===== src/rtl/stage2_root_if.sv =====
// rtl/stage2_root_if.sv - stage 1 -> stage 2 -> stage 3 job/result bundle for the servo-angle pipeline
interface stage2_root_if;
  logic               start;
  logic [15:0]        L;
  logic [13:0]        M;
  logic signed [14:0] N;
  logic               busy;
  logic [15:0]        L_out;
  logic [13:0]        M_out;
  logic signed [14:0] N_out;
  logic [14:0]        R;
  logic               reach;
  logic               valid;

  modport master (
    output start, L, M, N,
    input  busy, L_out, M_out, N_out, R, reach, valid
  );

  modport slave (
    input  start, L, M, N,
    output busy, L_out, M_out, N_out, R, reach, valid
  );
endinterface


===== src/rtl/stage2_root.sv =====
// rtl/stage2_root.sv - servo pipeline stage 2: R = floor(sqrt(M^2 + N^2)) by restoring root, plus reach flag
module stage2_root #(
  parameter int ITER = 15
) (
  input logic          clock,
  input logic          rst,
  stage2_root_if.slave bus
);
  typedef enum logic [1:0] {IDLE, SQUARE, ROOT, DONE} state_t;

  state_t             state_q;
  logic [15:0]        l_hold_q;
  logic [13:0]        m_hold_q;
  logic signed [14:0] n_hold_q;
  logic [14:0]        n_abs_q;
  logic [29:0]        s_q;
  logic [16:0]        rem_q;
  logic [14:0]        root_q;
  logic [3:0]         cnt_q;
  logic               busy_q;
  logic               valid_q;
  logic               reach_q;
  logic [15:0]        l_out_q;
  logic [13:0]        m_out_q;
  logic signed [14:0] n_out_q;
  logic [14:0]        r_q;

  logic [14:0] n_abs_d;
  logic [18:0] rem_sh;
  logic [18:0] trial;
  logic [16:0] rem_d;
  logic [14:0] root_d;
  logic        reach_d;

  always_comb begin
    // -16384 negates to itself, which read unsigned is the wanted 16384
    n_abs_d = bus.N[14] ? (~bus.N + 15'd1) : bus.N;
    rem_sh  = {rem_q, s_q[29:28]};
    trial   = {2'b00, root_q, 2'b01};
    if (rem_sh >= trial) begin
      rem_d  = 17'(rem_sh - trial);
      root_d = {root_q[13:0], 1'b1};
    end else begin
      rem_d  = rem_sh[16:0];
      root_d = {root_q[13:0], 1'b0};
    end
    reach_d = (l_hold_q <= {1'b0, root_d});
  end

  always_ff @(posedge clock) begin
    if (!rst) begin
      state_q  <= IDLE;
      l_hold_q <= '0;
      m_hold_q <= '0;
      n_hold_q <= '0;
      n_abs_q  <= '0;
      s_q      <= '0;
      rem_q    <= '0;
      root_q   <= '0;
      cnt_q    <= '0;
      busy_q   <= 1'b0;
      valid_q  <= 1'b0;
      reach_q  <= 1'b0;
      l_out_q  <= '0;
      m_out_q  <= '0;
      n_out_q  <= '0;
      r_q      <= '0;
    end else begin
      case (state_q)
        IDLE: begin
          if (bus.start) begin
            l_hold_q <= bus.L;
            m_hold_q <= bus.M;
            n_hold_q <= bus.N;
            n_abs_q  <= n_abs_d;
            busy_q   <= 1'b1;
            state_q  <= SQUARE;
          end
        end
        SQUARE: begin
          s_q     <= 30'(m_hold_q) * 30'(m_hold_q) + 30'(n_abs_q) * 30'(n_abs_q);
          rem_q   <= '0;
          root_q  <= '0;
          cnt_q   <= '0;
          state_q <= ROOT;
        end
        ROOT: begin
          s_q    <= {s_q[27:0], 2'b00};
          rem_q  <= rem_d;
          root_q <= root_d;
          cnt_q  <= cnt_q + 4'd1;
          // Results land together with valid so stage 3 sees them in the pulse cycle
          if (cnt_q == 4'(ITER - 1)) begin
            l_out_q <= l_hold_q;
            m_out_q <= m_hold_q;
            n_out_q <= n_hold_q;
            r_q     <= root_d;
            reach_q <= reach_d;
            valid_q <= 1'b1;
            state_q <= DONE;
          end
        end
        DONE: begin
          valid_q <= 1'b0;
          busy_q  <= 1'b0;
          state_q <= IDLE;
        end
        default: state_q <= IDLE;
      endcase
    end
  end

  assign bus.busy  = busy_q;
  assign bus.valid = valid_q;
  assign bus.reach = reach_q;
  assign bus.L_out = l_out_q;
  assign bus.M_out = m_out_q;
  assign bus.N_out = n_out_q;
  assign bus.R     = r_q;
endmodule


===== src/flat_wrapper.sv =====
// flat-port wrapper written by rule: the top's interface ports become plain ports
module stage2_root_flat 
#(
  parameter int ITER = 15
)
  (clock, rst, bus_start, bus_L, bus_M, bus_N, bus_busy, bus_L_out, bus_M_out, bus_N_out, bus_R, bus_reach, bus_valid);
  stage2_root_if bus_i ();
  input logic clock;
  input logic rst;
  input wire logic [$bits(bus_i.start)-1:0] bus_start;
  input wire logic [$bits(bus_i.L)-1:0] bus_L;
  input wire logic [$bits(bus_i.M)-1:0] bus_M;
  input wire logic [$bits(bus_i.N)-1:0] bus_N;
  output wire logic [$bits(bus_i.busy)-1:0] bus_busy;
  output wire logic [$bits(bus_i.L_out)-1:0] bus_L_out;
  output wire logic [$bits(bus_i.M_out)-1:0] bus_M_out;
  output wire logic [$bits(bus_i.N_out)-1:0] bus_N_out;
  output wire logic [$bits(bus_i.R)-1:0] bus_R;
  output wire logic [$bits(bus_i.reach)-1:0] bus_reach;
  output wire logic [$bits(bus_i.valid)-1:0] bus_valid;
  assign bus_i.start = bus_start;
  assign bus_i.L = bus_L;
  assign bus_i.M = bus_M;
  assign bus_i.N = bus_N;
  assign bus_busy = bus_i.busy;
  assign bus_L_out = bus_i.L_out;
  assign bus_M_out = bus_i.M_out;
  assign bus_N_out = bus_i.N_out;
  assign bus_R = bus_i.R;
  assign bus_reach = bus_i.reach;
  assign bus_valid = bus_i.valid;
  stage2_root #(.ITER(ITER)) u_core (.clock(clock), .rst(rst), .bus(bus_i));
endmodule

===== config.mk =====
export PLATFORM = sky130hd
export DESIGN_NAME = stage2_root_flat
export DESIGN_NICKNAME = d
export VERILOG_FILES = /design/src/rtl/stage2_root_if.sv /design/src/rtl/stage2_root.sv /design/src/flat_wrapper.sv
export SDC_FILE = /design/constraint.sdc
export NUM_CORES = 1
export LEC_CHECK = 0
export ABC_CLOCK_PERIOD_IN_PS = 8650
export BUFFER_PORTS_ARGS = -buffer_cell sky130_fd_sc_hd__buf_2
export CAP_MARGIN = 30
export CORE_ASPECT_RATIO = 0.8
export CORE_MARGIN = 3
export CORE_UTILIZATION = 30
export DETAILED_ROUTE_END_ITERATION = 10
export PLACE_DENSITY = 0.52
export REMOVE_ABC_BUFFERS = 1
export SKIP_LAST_GASP = 1
export SLEW_MARGIN = 5
export SYNTH_ARGS = -nofsm -noshare
export SYNTH_HDL_FRONTEND = slang
export SYNTH_SLANG_ARGS = --single-unit

===== constraint.sdc =====
create_clock -name clock -period 8.65 [get_ports clock]
set_input_delay 0.865 -clock clock [delete_from_list [all_inputs] [get_ports clock]]
set_output_delay 0.865 -clock clock [all_outputs]
set_load 0.02 [all_outputs]

Yosys cells after proc, flatten, opt, wreduce, memory -nomap -nowiden. Index checks and enable logic that the tools add are counted.

RAM bits: 0. Logic and storage cells: 54. Memories kept: 0. Bits in latches: 0. Output and inout bits: 63. Input bits: 48. Bits in registers: 191. ROM bits: 0.

$add $sub $neg: 4. Multiply operators: 2. Bitwise logic cells: 1. Div/mod/pow operators: 0. Magnitude comparators: 2. Reductions and logical operators: 9. Multiplexer cells: 14. Equality and inequality tests: 6. Shift-type cells: 0.

Operators with widths (count): $pmux W30 S2 (1); $pmux W17 S2 (1); $add A28 B30 Y30 (1); $mul A15 B15 Y30 (1); $pmux W15 S2 (1); $mul A14 B14 Y28 (1); $ge A19 B17 Y1 (1); $mux W17 (1); $sub A17 B17 Y17 (1); $le A16 B15 Y1 (1); $add A15 B1 Y15 const B (1); $mux W15 (1); $not A15 Y15 (1); $reduce_and A2 Y1 (5); $pmux W2 S4 (1); $pmux W4 S2 (1); $reduce_bool A2 Y1 (3); $add A4 B1 Y4 const B (1); $eq A2 B2 Y1 const B (2); $eq A4 B4 Y1 const B (1); $mux W2 (2); $pmux W1 S2 (2); $mux W1 (3); $eq A2 B1 Y1 const B (1); 3 further kinds (3).

Logic depth before layout (Yosys ltp). Gate-level depths: netlist (run 1).

Depth in word-level cells: 3. Depth in mapped cells: 27.

Worst setup path before layout (run 1). OpenSTA, ideal clock, no wires.

Path kind: register to register. Start point: reg u_core.m_hold_q[8]. End point: reg u_core.s_q[29]. Buffers on the path: 3. Slack: 1656 ps. Arrival: 6873 ps. Library setup time: 121 ps. Period minus slack after synthesis: 6994 ps. Stages on the path, launching flop included: 26. Data required time: 8529 ps. Cells stage by stage: dfxtp_1 > clkbuf_1 > clkbuf_1 > nand2_1 > fa_1 > inv_1 > fa_1 > fa_1 > inv_1 > fa_1 > inv_1 > fa_1 > fa_1 > fa_1 > inv_1 > fa_1 > inv_1 > ha_1 > buf_2 > a21oi_1 > o21ai_0 > a211oi_1 > a2111oi_0 > nor4_2 > mux2i_1 > nand2_1.

Longest elaborated chain between the ends: 3.

RTL lines: start: declaration (line stage2_root.sv:13) `logic [13:0] m_hold_q;`; start signal: assignment (line stage2_root.sv:73) `m_hold_q <= bus.M;`; $mul A14 B14 Y28 (line stage2_root.sv:81) `s_q <= 30'(m_hold_q) * 30'(m_hold_q) + 30'(n_abs_q) * 30'(n_abs_q);`; $add A28 B30 Y30 (line stage2_root.sv:81); $pmux W30 S2 (line stage2_root.sv:69) `case (state_q)`; end signal: assignment (line stage2_root.sv:81); end signal: assignment (line stage2_root.sv:88) `s_q <= {s_q[27:0], 2'b00};`; end: declaration (line stage2_root.sv:16) `logic [29:0] s_q;`.

Every way passes these cells. A chain may end at the register's enable or synchronous reset.

Final worst setup path (run 1).
Start point: reg u_core.m_hold_q[4]. End point: reg u_core.s_q[25].

Same word-level chain as after synthesis.

==> metrics.md, run 1 <==
| Metric | Value |
|---|---|
| Clk buf depth | 2 |
| Routed WL per cell | 16.25 um |
| Leak | 11.20 nW |
| Clk pwr share | 14.5% |
| Top post-synthesis cells by area | fa_1 30%, dfxtp_1 18%, ha_1 12% |
| Crit path max fanout | 14 |
| Routed Antenna Nets | 0 |
| WP data required | 8.96 ns |
| Largest net degree at the start of global routing | 80 |
| Primary FF master, synth | dfxtp_1 |
| Worst setup EP type | flop |
| Power density over the cells | 246.3 mW/mm2 |
| CTS Buf Count | 17 |
| Status | complete, no violations |
| Clock skew | 0.02059 ns |
| Clock-pin slew on the worst setup and hold paths | 0.07 ns |
| DR pass1 iterations | 6 |
| Ratio of cells with drive above 1 in the final layout | 7.783% |
| CP Launch Type | flop |
| Final setup fails | 0 |
| Sequential Power Share | 20.4% |
| Sw power | 0.002799 W |
| Period minus WS final | 7.818 ns |
| Drt via density | 4.762 |
| RSZ-0062 raised after global routing | no |
| Via Count | 16,040 |
| Slew margin rel. | 37.27% |
| Slew Limit Fails | 0 |
| Maxcap violations | 0 |
| DRC viols | 0 |
| Final Cycle Share | 90.38% |
| Core Area | 0.06775 mm2 |
| Routed WL | 54,730 um |
| FP Rows | 85 |
| FMAX | 127.9 MHz |
| Global route overflow | 0 |
| Synthesized cell area | 0.02065 mm2 |
| Unique masters post-synth | 77 |
| Util after Layout | 33.47% |
| Antenna violations before repair | 2 |
| Htree depth | 4 |
| Commonest non-fill, non-tap cell in the layout | inv_1 |
| Nets@finish | 2,993 |
| Filler instances | 7,102 |
| Flops & latches, synth | 190 |
| Post-CTS resize count | 0 |
| Switching Share | 50.12% |
| Number of synthesis warnings | 0 |
| CP Class | flop to flop |
| Area leader, netlist | fa_1 |
| Post-CTS Setup Bufs | 0 |
| Slew @ Worst Pin | 0.9324 ns |
| Setup TNS | 0 ns |
| Root Buffer | clkbuf_16 |
| Hold Fails Final Rpt | 0 |
| TritonCTS clock tree | yes |
| Hold Path Class | flop to flop |
| R2R setup slack | 0.83 ns |
| CP arrival | 8.13 ns |
| Die H | 240.6 um |
| HPWL Detailed | 44,980 um |
| Number of global-route vias before repair | 16,220 |
| DRT iter0 DRCs | 1,007 |
| Max IR drop VDD | 198.5 uV |
| Quantity of hold-fixing buffers added after cts | 0 |
| Gate Count Post-Synth | 2,400 |
| Number of synthesized flops with an enable pin | 0 |
| Commonest non-fill, non-tap cells in the layout | 457 x inv_1, 384 x nand2_1, 307 x fa_1 |
| Port-buffer cells | 110 |
| Async set-or-reset flop fraction in the synthesized netlist | 0% |
| Post-synthesis sequential area ratio | 18.42% |
| Die Area | 0.07202 mm2 |
| Cell internal pwr | 0.002786 W |
| Layout area overhead | 9.830% |
| I/O pins | 111 |
| Initial cell density of the core | 30.48% |
| Gpl congestion | 0.9151 |
| Clk_lat worst skew | 0.47 ns |
| GRT Total Usage | 15.53% |
| Die W | 299.3 um |
| Avg Synthesized Cell Area | 8.603 um2 |
| CTS sink count | 190 |
| First-pass GRT wire length | 88,550 um |
| Yosys top cell area share | 29.77% |
| Combinational power share | 65.1% |
cell families (layout without fill, tap and decap cells):
logic type               count (synthesis)  count (layout)  share of synthesized area, %
AND/OR/NAND/NOR                        679             679                         14.89
buffers and inverters                  574             628                         10.59
multiplexers                            22              22                         1.079
XOR/XNOR                                54              54                         2.291
other                                    0               1                             0
flip-flops                             190             190                         18.42
adder cells (fa/ha/maj)                504             504                         41.71
AO/OA/AOI/OAI                          377             377                         11.02
path summary, 6_finish.rpt:
check / end / depth (start not counted) / from
worst min register to register: u_core.bus.N_out[14] / 2 / u_core.n_hold_q[14]
worst min-delay path: u_core.bus.N_out[14] / 2 / u_core.n_hold_q[14]
worst max-delay path: u_core.s_q[25] / 24 / u_core.m_hold_q[4]
worst max register to register: u_core.s_q[25] / 24 / u_core.m_hold_q[4]
critical path: stages (launching register included):
cell,delay (ns)
dfxtp_1,0.66
inv_1,0.26
nor2_1,0.22
inv_1,0.08
fa_1,0.48
inv_1,0.05
fa_1,0.40
fa_1,0.48
inv_1,0.05
fa_1,0.53
inv_1,0.05
fa_1,0.51
fa_1,0.44
fa_1,0.54
inv_1,0.06
fa_1,0.55
inv_1,0.05
ha_1,0.38
a21oi_1,0.21
o21ai_0,0.19
a211oi_1,0.59
a2111oi_0,0.28
nor4_2,0.32
xor2_1,0.18
o22ai_1,0.08
metal layers:
metal  vias up  track usage, %  share of wire [%]
met5         -               0              0.022
met4         2           2.727               0.97
met3        34           2.428                5.4
met2       377           24.99                 46
met1      8007           22.35                 48
li1       7617               -                  -
sequential cells by signal, summed over array words and instances, names as in the netlist, 15 cells and up:
name	count
u_core.bus.R	15
u_core.root_q	15
u_core.n_abs_q	15
u_core.bus.N_out	15
u_core.bus.L_out	16
u_core.l_hold_q	16
u_core.rem_q	17
u_core.s_q	30
area by class of cell:
| class | count | area, um2 | area share, % |
|---|---|---|---|
| multi-input combinational | 1636 | 14670 | 64.71 |
| sequential | 190 | 3804 | 16.77 |
| inverter | 460 | 1732 | 7.637 |
| tap | 913 | 1142 | 5.038 |
| timing repair buffer | 136 | 749.5 | 3.305 |
| clock buffer | 20 | 436.7 | 1.926 |
| clock inverter | 12 | 136.4 | 0.6014 |
| antenna | 1 | 2.502 | 0.01104 |
stage by stage:
stage	std cells	instance area [um2]	total power, W	worst slack [ns]	hold slack (ns)
2_1_floorplan	2286	20190	0.003713	1.766	0.4161
3_3_place_gp	3334	22090	0.004762	1.041	0.4330
3_5_place_dp	3335	22100	0.004822	0.8504	0.4432
4_1_cts	3367	22670	0.005655	0.8532	0.4540
5_1_grt	3367	22670	0.006207	0.3793	0.4728
6_report	3368	22680	0.005585	0.8321	0.4538
cell usage after synthesis (all sizes together), types with 2 or more instances:
library cell,count
xor2,31
o221a,2
a211oi,26
mux2i,20
or4,2
mux2,2
a32oi,4
a22o,2
inv,460
ha,197
nand3b,2
o21a,8
o21ai,55
o41ai,2
buf,14
xnor2,23
a31oi,15
clkbuf,100
nor4,4
a311oi,3
a21o,22
nand4,14
and2,84
dfxtp,190
nand3,35
o211ai,6
a221oi,3
a21oi,190
o32ai,2
a2111oi,4
a311o,2
o31ai,7
nor3,19
nand2b,21
nand2,386
o22ai,5
fa,307
and3,6
a2111o,2
nor3b,2
nor2b,24
nor2,73
or3,2
a22oi,5
power groups by stage:
stage / clock network (W) / logic, W / registers [W]
final: 0.000808 / 0.00364 / 0.00114
after detailed placement: 0 / 0.00367 / 0.00115
after global placement: 0 / 0.00362 / 0.00114
after floorplan: 0 / 0.00261 / 0.00110
after CTS: 0.000825 / 0.00370 / 0.00113
after global routing: 0.000860 / 0.00419 / 0.00116
(Power assumes the default switching activity.)
==> run 2: changes to the inputs <==
- ABC_CLOCK_PERIOD_IN_PS: 8650 -> 9000
- CAP_MARGIN: 30 -> not set
- REMOVE_ABC_BUFFERS: 1 -> not set
- clock period: 8.65 -> 9 ns (I/O delays scaled with it)
==> run 2 against run 1 <==
Worst hold slack about the same. Power fell by 0.71%. Worst setup slack improved by 0.42 ns. Clock power fell by 1%. Die area did not move. Non-clock buffer count is 11 lower. Sequential share of layout area about the same. First-iteration DRC count up 1.9%. Global-route usage increased by 0.49 points. Final area fell by 0.25%. Final cell count is 0.36% lower. Routed wire length increased by 4.2%. Highest routed layer is now met4.
==> metrics.md, run 2 (synthesis gave the netlist of run 1 again) <==
| Metric | Value |
|---|---|
| Status | complete, no violations |
| Min Hold Slack | 0.4535 ns |
| Worst setup EP type | flop |
| R2R setup slack | 1.25 ns |
| Die W | 299.3 um |
| Layout area overhead | 9.557% |
| Root Buffer | clkbuf_16 |
| Nets@finish | 2,982 |
| Via Count | 15,870 |
| Sw power | 0.002858 W |
| Antenna diodes | 0 |
| Combinational power share | 65.4% |
| FP Rows | 85 |
| CTS Buf Count | 17 |
| Filler instances | 7,123 |
| Setup TNS | 0 ns |
| Quantity of hold-fixing buffers added after cts | 0 |
| Sequential Power Share | 20.2% |
| Post-CTS resize count | 0 |
| Initial cell density of the core | 30.48% |
| Switching Share | 51.54% |
| Antenna violations before repair | 0 |
| Final Cycle Share | 86.09% |
| FF-to-FF Start | u_core.n_abs_q[3] |
| Routed WL per cell | 17.00 um |
| TritonCTS clock tree | yes |
| Htree depth | 4 |
| I/O pins | 111 |
| Post-CTS Setup Bufs | 0 |
| DRC viols | 0 |
| Die Area | 0.07202 mm2 |
| Hold Path Class | flop to flop |
| DR pass1 iterations | 5 |
| Gpl congestion | 0.8480 |
| Largest regs | u_core.s_q x30, u_core.rem_q x17 |
| CP Class | flop to flop |
| Crit path max fanout | 15 |
| Period minus WS final | 7.748 ns |
| Util after Layout | 33.39% |
| Commonest non-fill, non-tap cell in the layout | inv_1 |
| Hold Fails Final Rpt | 0 |
| RSZ-0062 raised after global routing | no |
| Slew @ Worst Pin | 1.136 ns |
| Slew Limit Fails | 0 |
| Max FFs per register | 30 |
| Ratio of cells with drive above 1 in the final layout | 7.491% |
| GRT Total Usage | 16.02% |
| Cell internal pwr | 0.002687 W |
| CTS sink count | 190 |
| Post-Place Cell Area | 0.02201 mm2 |
| Final setup fails | 0 |
| Number of global-route vias before repair | 16,280 |
| FMAX | 129.1 MHz |
| Clk buf depth | 2 |
| Power, Total | 0.005546 W |
| Global route overflow | 0 |
| Cell area after layout | 0.02262 mm2 |
| Leak | 11.16 nW |
| Routed Antenna Nets | 0 |
| HPWL Detailed | 46,350 um |
| Power density over the cells | 245.2 mW/mm2 |
| DRT iter0 DRCs | 1,026 |
| Top reg by flops | u_core.s_q |
| Slew margin rel. | 24.26% |
| Drt via density | 4.728 |
| Maxcap violations | 0 |
| Clk_lat worst skew | 0.46 ns |
| Max IR drop VDD | 140.7 uV |
| Clock skew | 0.01709 ns |
| Port-buffer cells | 110 |
| Clk pwr share | 14.4% |
| CP arrival | 8.07 ns |
| Crit path from | u_core.n_abs_q[3] |
| Routed WL | 57,050 um |
| First-pass GRT wire length | 91,400 um |
| Largest net degree at the start of global routing | 103 |
| Worst hold start | u_core.bus.M_out[7] |
| Clock-pin slew on the worst setup and hold paths | 0.09 ns |
| WP data required | 9.32 ns |
| CP Launch Type | flop |
| Post-Syn Nets | 2,952 |
| Die H | 240.6 um |
| Commonest non-fill, non-tap cells in the layout | 457 x inv_1, 384 x nand2_1, 307 x fa_1 |
| Core Area | 0.06775 mm2 |
-- run 2: cell count changes in the layout (fill, tap and decap cells not counted), moves of 2 or more --
cell	before	now
buf_4	25	15
bufinv_16	2	0
clkbuf_1	3	0
clkinv_2	2	0
clkinv_8	0	4
clkinvlp_4	3	1
inv_8	0	3
-- run 2: per-stage QoR --
| stage | cells | setup slack (ns) |
|---|---|---|
| after floorplan | 2400 | 2.006 |
| after detailed placement | 3324 | 1.335 |
| after CTS | 3356 | 1.307 |
| after global placement | 3324 | 1.461 |
| after global routing | 3356 | 0.8098 |
| final | 3356 | 1.252 |
-- run 2: routing by layer --
layer,up-vias,track usage [%],routed length (um)
li1,7617,-,-
met1,7866,24.75,29310
met2,352,23.78,24410
met3,33,2.491,2758
met4,0,2.608,571
met5,-,0,0
-- run 2: area by class of cell --
cell class,instances,area [um2],share of cell area (%)
well taps,913,1142,5.050
repair buffers,125,663.1,2.932
flip-flops and latches,190,3804,16.82
multi-input cells,1636,14670,64.87
inverters,460,1732,7.656
clock buffers,18,439.2,1.942
clock inverters,14,166.4,0.7357
-- run 2: worst max-delay path, stage by stage, from the launching register on --
cell	delay (ns)
dfxtp_1	0.76
inv_1	0.29
nor2_1	0.32
fa_1	0.21
inv_1	0.06
fa_1	0.54
inv_1	0.06
fa_1	0.50
inv_1	0.05
fa_1	0.47
inv_1	0.05
fa_1	0.50
fa_1	0.52
fa_1	0.54
inv_1	0.05
fa_1	0.56
inv_1	0.06
ha_1	0.39
a21oi_1	0.20
o21ai_0	0.19
a211oi_1	0.46
a2111oi_0	0.21
nor4_2	0.34
xor2_1	0.18
o22ai_1	0.08
-- run 2: worst paths after layout --
check,endpoint,depth (start not counted)
hold / removal,u_core.bus.M_out[7],2
setup reg to reg,u_core.s_q[25],24
hold reg to reg,u_core.bus.M_out[7],2
setup / recovery,u_core.s_q[25],24
-- run 2: power by group through the flow --
stage,logic (W),clock network [W],registers [W]
floorplan,0.00262,0,0.00101
global placement,0.00357,0,0.00113
detailed placement,0.00357,0,0.00114
CTS,0.00364,0.000820,0.00112
global route,0.00414,0.000854,0.00114
finish,0.00363,0.000798,0.00112
